--- config.mk ---
export PLATFORM = sky130hd
export DESIGN_NAME = eq_band_scheduler
export DESIGN_NICKNAME = d
export VERILOG_FILES = /design/src/rtl/eq_band_scheduler.sv
export SDC_FILE = /design/constraint.sdc
export NUM_CORES = 2
export LEC_CHECK = 0
export ABC_AREA = 1
export CORE_AREA = 5 5 536 538
export CTS_CLUSTER_DIAMETER = 200
export CTS_CLUSTER_SIZE = 24
export DETAILED_ROUTE_END_ITERATION = 8
export DIE_AREA = 0 0 541 543
export PLACE_DENSITY_LB_ADDON = 0.1
export SYNTH_ARGS = -nofsm -noshare
export SYNTH_HDL_FRONTEND = slang
export SYNTH_SLANG_ARGS = --single-unit
--- constraint.sdc ---
create_clock -name i_clk -period 13.7 [get_ports i_clk]
set_clock_uncertainty 0.2 [all_clocks]
set_input_delay 1.37 -clock i_clk [delete_from_list [all_inputs] [get_ports i_clk]]
set_output_delay 1.37 -clock i_clk [all_outputs]
set_load 0.02 [all_outputs]
--- src/rtl/eq_band_scheduler.sv ---
// Time-multiplexed 5-band FIR equalizer controller: one shared MAC walks every
// band's taps from an external synchronous coefficient ROM, then gains and sums bands.
module eq_band_scheduler #(
  parameter int NUM_BANDS    = 5,
  parameter int ORDER_FIR    = 64,
  parameter int INPUT_WIDTH  = 24,
  parameter int COEFF_WIDTH  = 32,
  parameter int COEFF_FRAC   = 31,
  parameter int GAIN_WIDTH   = 4,
  parameter int ACC_WIDTH    = INPUT_WIDTH + COEFF_WIDTH + $clog2(ORDER_FIR),
  parameter int OUTPUT_WIDTH = INPUT_WIDTH + GAIN_WIDTH + 3
) (
  input  logic                                  i_clk,
  input  logic                                  i_reset_n,
  input  logic                                  i_sample_valid,
  input  logic signed [INPUT_WIDTH-1:0]         i_sample,
  output logic                                  o_sample_ready,
  input  logic [NUM_BANDS*GAIN_WIDTH-1:0]       i_gain,
  output logic [$clog2(NUM_BANDS*ORDER_FIR)-1:0] o_coeff_addr,
  output logic                                  o_coeff_rd,
  input  logic signed [COEFF_WIDTH-1:0]         i_coeff,
  output logic signed [OUTPUT_WIDTH-1:0]        o_data_audio,
  output logic                                  o_data_valid,
  output logic                                  o_busy
);

  localparam int TAP_W    = (ORDER_FIR > 1) ? $clog2(ORDER_FIR) : 1;
  localparam int BAND_W   = (NUM_BANDS > 1) ? $clog2(NUM_BANDS) : 1;
  localparam int ADDR_W   = $clog2(NUM_BANDS*ORDER_FIR);
  localparam int PROD_W   = INPUT_WIDTH + COEFF_WIDTH;
  localparam int SCALED_W = INPUT_WIDTH + GAIN_WIDTH + 1;

  localparam logic [TAP_W-1:0]  TAP_LAST  = TAP_W'(ORDER_FIR - 1);
  localparam logic [BAND_W-1:0] BAND_LAST = BAND_W'(NUM_BANDS - 1);

  localparam logic signed [ACC_WIDTH-1:0] BAND_MAX =
    {{(ACC_WIDTH-INPUT_WIDTH+1){1'b0}}, {(INPUT_WIDTH-1){1'b1}}};
  localparam logic signed [ACC_WIDTH-1:0] BAND_MIN =
    {{(ACC_WIDTH-INPUT_WIDTH+1){1'b1}}, {(INPUT_WIDTH-1){1'b0}}};

  typedef enum logic [2:0] {
    S_IDLE,
    S_LOAD,
    S_MAC,
    S_DRAIN,
    S_BAND_END,
    S_DONE
  } state_t;

  state_t state, state_nxt;

  logic [TAP_W-1:0]  tap_cnt;
  logic [BAND_W-1:0] band_idx;
  logic [TAP_W-1:0]  wr_ptr;
  logic signed [INPUT_WIDTH-1:0] hist [ORDER_FIR];

  logic signed [INPUT_WIDTH-1:0]      sample_q;
  logic [NUM_BANDS*GAIN_WIDTH-1:0]    gain_q;
  logic signed [INPUT_WIDTH-1:0]      hist_p0;
  logic                               vld_p0;
  logic signed [PROD_W-1:0]           prod;
  logic signed [ACC_WIDTH-1:0]        acc;
  logic signed [OUTPUT_WIDTH-1:0]     sum;
  logic signed [INPUT_WIDTH-1:0]      band_sat;
  logic [GAIN_WIDTH-1:0]              gain_sel;
  logic signed [SCALED_W-1:0]         scaled;
  logic signed [OUTPUT_WIDTH-1:0]     sum_nxt;

  // Position of x[n-k] in the circular history, where x[n] sits at the write pointer.
  function automatic logic [TAP_W-1:0] hist_idx(input logic [TAP_W-1:0] p,
                                                input logic [TAP_W-1:0] k);
    logic [TAP_W:0] d;
    if (k <= p) d = {1'b0, p} - {1'b0, k};
    else        d = {1'b0, p} + (TAP_W+1)'(ORDER_FIR) - {1'b0, k};
    return d[TAP_W-1:0];
  endfunction

  // Drop coefficient fraction (floor) and clamp to the sample range.
  function automatic logic signed [INPUT_WIDTH-1:0] sat_band(
    input logic signed [ACC_WIDTH-1:0] a);
    logic signed [ACC_WIDTH-1:0] sh;
    sh = a >>> COEFF_FRAC;
    if (sh > BAND_MAX)      return BAND_MAX[INPUT_WIDTH-1:0];
    else if (sh < BAND_MIN) return BAND_MIN[INPUT_WIDTH-1:0];
    else                    return sh[INPUT_WIDTH-1:0];
  endfunction

  always_ff @(posedge i_clk or negedge i_reset_n) begin
    if (!i_reset_n) state <= S_IDLE;
    else            state <= state_nxt;
  end

  always_comb begin
    state_nxt = state;
    case (state)
      S_IDLE:     if (i_sample_valid) state_nxt = S_LOAD;
      S_LOAD:     state_nxt = S_MAC;
      S_MAC:      if (tap_cnt == TAP_LAST) state_nxt = S_DRAIN;
      S_DRAIN:    state_nxt = S_BAND_END;
      S_BAND_END: state_nxt = (band_idx == BAND_LAST) ? S_DONE : S_MAC;
      S_DONE:     state_nxt = S_IDLE;
      default:    state_nxt = S_IDLE;
    endcase
  end

  assign o_sample_ready = (state == S_IDLE);
  assign o_busy         = (state != S_IDLE);
  assign o_coeff_rd     = (state == S_MAC);
  assign o_coeff_addr   = ADDR_W'(int'(band_idx) * ORDER_FIR + int'(tap_cnt));

  always_ff @(posedge i_clk or negedge i_reset_n) begin
    if (!i_reset_n) begin
      tap_cnt      <= '0;
      band_idx     <= '0;
      wr_ptr       <= '0;
      vld_p0       <= 1'b0;
      o_data_valid <= 1'b0;
      o_data_audio <= '0;
      for (int i = 0; i < ORDER_FIR; i++) hist[i] <= '0;
    end else begin
      o_data_valid <= 1'b0;
      vld_p0       <= (state == S_MAC);
      case (state)
        S_LOAD: begin
          hist[wr_ptr] <= sample_q;
          tap_cnt      <= '0;
          band_idx     <= '0;
        end
        S_MAC: tap_cnt <= (tap_cnt == TAP_LAST) ? '0 : tap_cnt + TAP_W'(1);
        S_BAND_END: begin
          if (band_idx == BAND_LAST) begin
            o_data_audio <= sum_nxt;
            o_data_valid <= 1'b1;
          end else begin
            band_idx <= band_idx + BAND_W'(1);
          end
        end
        S_DONE: wr_ptr <= (wr_ptr == TAP_LAST) ? '0 : wr_ptr + TAP_W'(1);
        default: ;
      endcase
    end
  end

  // Stage p0: history operand registered alongside the ROM read it pairs with.
  assign prod = PROD_W'(i_coeff) * PROD_W'(hist_p0);

  // Band end: scale, saturate and weight by the latched gain.
  always_comb begin
    band_sat = sat_band(acc);
    gain_sel = gain_q[int'(band_idx)*GAIN_WIDTH +: GAIN_WIDTH];
    scaled   = SCALED_W'(band_sat) * SCALED_W'($signed({1'b0, gain_sel}));
    sum_nxt  = sum + OUTPUT_WIDTH'(scaled);
  end

  always_ff @(posedge i_clk) begin
    if (state == S_IDLE && i_sample_valid) begin
      sample_q <= i_sample;
      gain_q   <= i_gain;
    end
    hist_p0 <= hist[hist_idx(wr_ptr, tap_cnt)];
    if (state == S_LOAD) begin
      acc <= '0;
      sum <= '0;
    end else if (state == S_BAND_END) begin
      acc <= '0;
      sum <= sum_nxt;
    end else if (vld_p0) begin
      acc <= acc + ACC_WIDTH'(prod);
    end
  end

endmodule

==> impl_metrics.ini <==
[clock_tree]
cts_setup_buffers = 0
cts_root_buf = clkbuf_16
insertion_delay_ps = 780
cts_hold_buf = 0
cts_tree = yes
clk_path_buf_depth = 3
cts_buffers = 83
ctsHtreeMaxLevel = 3
cts_sinks = 1748
cts-resized-gates = 0
path_clk_slew_ps = 120

[setup_path]
critical_path_depth = 25
cp_max_fo = 24
critPathLaunchType = input port
critPathMaxStageDelay_ps = 750
critical_path_buf_inv_count = 8
end_kind = flop
cpMaxStageDelayCell = fa_1
arrival_ps = 9130
cp_top_family = adder cells
worstPathRequired_ps = 14190
r2r_cells = 24
critPathKind = input port to flop
crit_top_cell = fa_1

[route]
drt_pre_antenna_iters = 6
drt-total-wl_mm = 379
vias_per_cell = 5.44
dr.first_iter.drc_count = 7597
drc = 0
ant_nets = 0
wl_per_cell_um = 22.7
vias = 90700

[yosys]
ys_ff_latch = 1748
async_flop_share_pct = 90.8
yosysMostFrequentCell = nand2_1
synth_common_cells = 3164 x nand2_1, 2326 x o21ai_0, 1629 x inv_1
synth_compound_gate_area_share_pct = 14.9
syn_avg_cell_area_um2 = 8.33
synth_mux_area_share_pct = 0
synth_area_um2 = 112000
synth-edff-count = 44
synth-seq-area-share_pct = 38.7
yosys_warnings = 0
synth-simple-area-share_pct = 16.9
synth_flop_cell = dfrtp_1
synth_top_area_share_pct = 35.4
synthCells = 13500
synth_top_family_by_area = adder cells
syn_nets = 14800
yosys-top-cells-area = dfrtp_1 35%, fa_1 17%, nand2_1 11%, o21ai_0 10%, inv_1 5.5%
synth_adder_area_share_pct = 19.8
synth.distinct_cells = 43
synthXorXnorAreaFrac_pct = 0.414
synth_top_area_cell = dfrtp_1

[finish]
drive_above_1_share_pct = 3.05
multi_input_area_um2 = 58700
seq_area_um2 = 43400
finish.instance_area_um2 = 118000
instances_no_fill = 16700
syn_to_final_growth_pct = 5.26
final_net_count = 14200
fin_util_pct = 41.9
fill_cells = 28700

[die]
die_area_um2 = 294000
core_area_um2 = 282000
die_x_um = 541
die-height_um = 543
start_util_pct = 39.8
num_rows = 195
pin_count = 123

[timing]
drv_slew = 0
hold_violations = 0
setup_viol = 0
min_period_over_period_pct = 63.1
min_period_ps = 8650
slew_headroom_pct = 14.6
rsz0062_at_grt = false
fmax_mhz = 116
worst_pin_slew_ps = 1280
tns_ps = 0

[outcome]
status = complete, no violations

[placed_design]
dp_cells = 16500
port_buffers = 122
dp_hpwl_mm = 246
place.gp.congestion = 0.904
dpl-instance-area_um2 = 116000

[global_route]
grt_pass1_vias = 92200
grt-ovfl-total = 0
grt_max_degree = 173
grtUsageTotal_pct = 25.7
antenna_found_initial = 7
grt_pass1_wl_mm = 584

[power]
ir_drop_mv = 0.169
p_per_area_nw_per_um2 = 107
p_leak_nw = 56.8

[job]
max_cap_viol_count = 0

[hold_path]
hold_class = flop to flop
hold_depth = 2
-- where the power goes --
group	switching [mW]	internal, mW
clock network	1.82	1.18
logic	2.87	1.38
registers	0.127	5.27
total	4.81	7.83
-- logic make-up (layout without fill, tap and decap cells) --
| group | count (synthesis) | in the layout |
|---|---|---|
| buffers and inverters | 2647 | 2105 |
| flip-flops | 1748 | 1748 |
| XOR/XNOR | 53 | 53 |
| adder cells (fa/ha/maj) | 1209 | 1209 |
| AND/OR/NAND/NOR | 4788 | 4788 |
| other | 0 | 3 |
| AO/OA/AOI/OAI | 3028 | 3028 |
-- sequential cells by signal (all words and copies together) (netlist names), 6 cells and up --
| register | cells |
|---|---|
| wr_ptr | 6 |
| tap_cnt | 6 |
| acc | 62 |
| sample_q | 24 |
| o_data_audio | 31 |
| gain_q | 20 |
| hist_p0 | 24 |
| hist | 1536 |
| sum | 31 |
-- final timing paths --
kind | from | end | slack, ps
max in group asynchronous | i_reset_n | hist[1456]$_DFFE_PN0P_ | 9660
setup / recovery | i_coeff[31] | acc[45]$_SDFFE_PP0P_ | 5050
hold reg to reg | acc[2]$_SDFFE_PP0P_ | acc[2]$_SDFFE_PP0P_ | 280
min in group asynchronous | i_reset_n | hist[720]$_DFFE_PN0P_ | 340
setup reg to reg | hist_p0[0]$_DFF_P_ | acc[45]$_SDFFE_PP0P_ | 5640
hold / removal | acc[2]$_SDFFE_PP0P_ | acc[2]$_SDFFE_PP0P_ | 280
-- cells in the final DEF, fill, tap and decap left out, types with 4 or more instances in the layout --
cell,instances
clkbuf_16,84
fa_1,949
o21ai_0,2326
a32oi_2,4
nand3_1,491
o21bai_1,18
buf_12,6
inv_2,27
or2_2,7
clkbuf_1,52
dfxtp_1,117
o221ai_1,384
nand2_2,59
nor4_4,7
nor3_1,30
xnor2_1,18
dfrtp_1,1586
edfxtp_1,44
ha_1,258
and3_1,7
nand4_1,33
a22o_1,4
o21ai_1,59
nor4_1,13
o211ai_1,8
buf_4,174
nor2_1,1017
nand3b_1,11
a21oi_1,212
nand2_1,3104
xor2_1,32
clkdlybuf4s50_1,120
inv_1,1625
-- worst min-delay path: stages, from the launching register on --
cell	delay (ps)
dfxtp_1	330
nand2_1	60
a21oi_1	50
-- area by class of cell --
class | count | area share [%]
diodes | 3 | 0.00636
repair buffers | 302 | 2.25
inverters | 1660 | 5.30
clock inverters | 7 | 0.125
multi-input cells | 9078 | 49.7
well taps | 3743 | 3.97
clock buffers | 136 | 1.95
flip-flops and latches | 1748 | 36.7
-- stage by stage --
| stage | hold WS (ps) | setup slack (ps) | power (mW) |
|---|---|---|---|
| 2_1_floorplan | 244 | 6190 | 8.32 |
| 3_3_place_gp | 255 | 4240 | 9.72 |
| 3_5_place_dp | 262 | 4300 | 9.74 |
| 4_1_cts | 281 | 5110 | 12.8 |
| 5_1_grt | 304 | 4810 | 13.5 |
| 6_report | 279 | 5050 | 12.6 |
-- per-layer routing --
metal / GRT usage, % / part of all wire (%) / up-vias
met5: 0 / 0 / -
met4: 6.94 / 2.8 / 0
met3: 2.23 / 4.5 / 504
met1: 35.1 / 44 / 46200
met2: 43.9 / 48 / 2440
li1: - / - / 41600
Power figures use the tool's default switching activity.
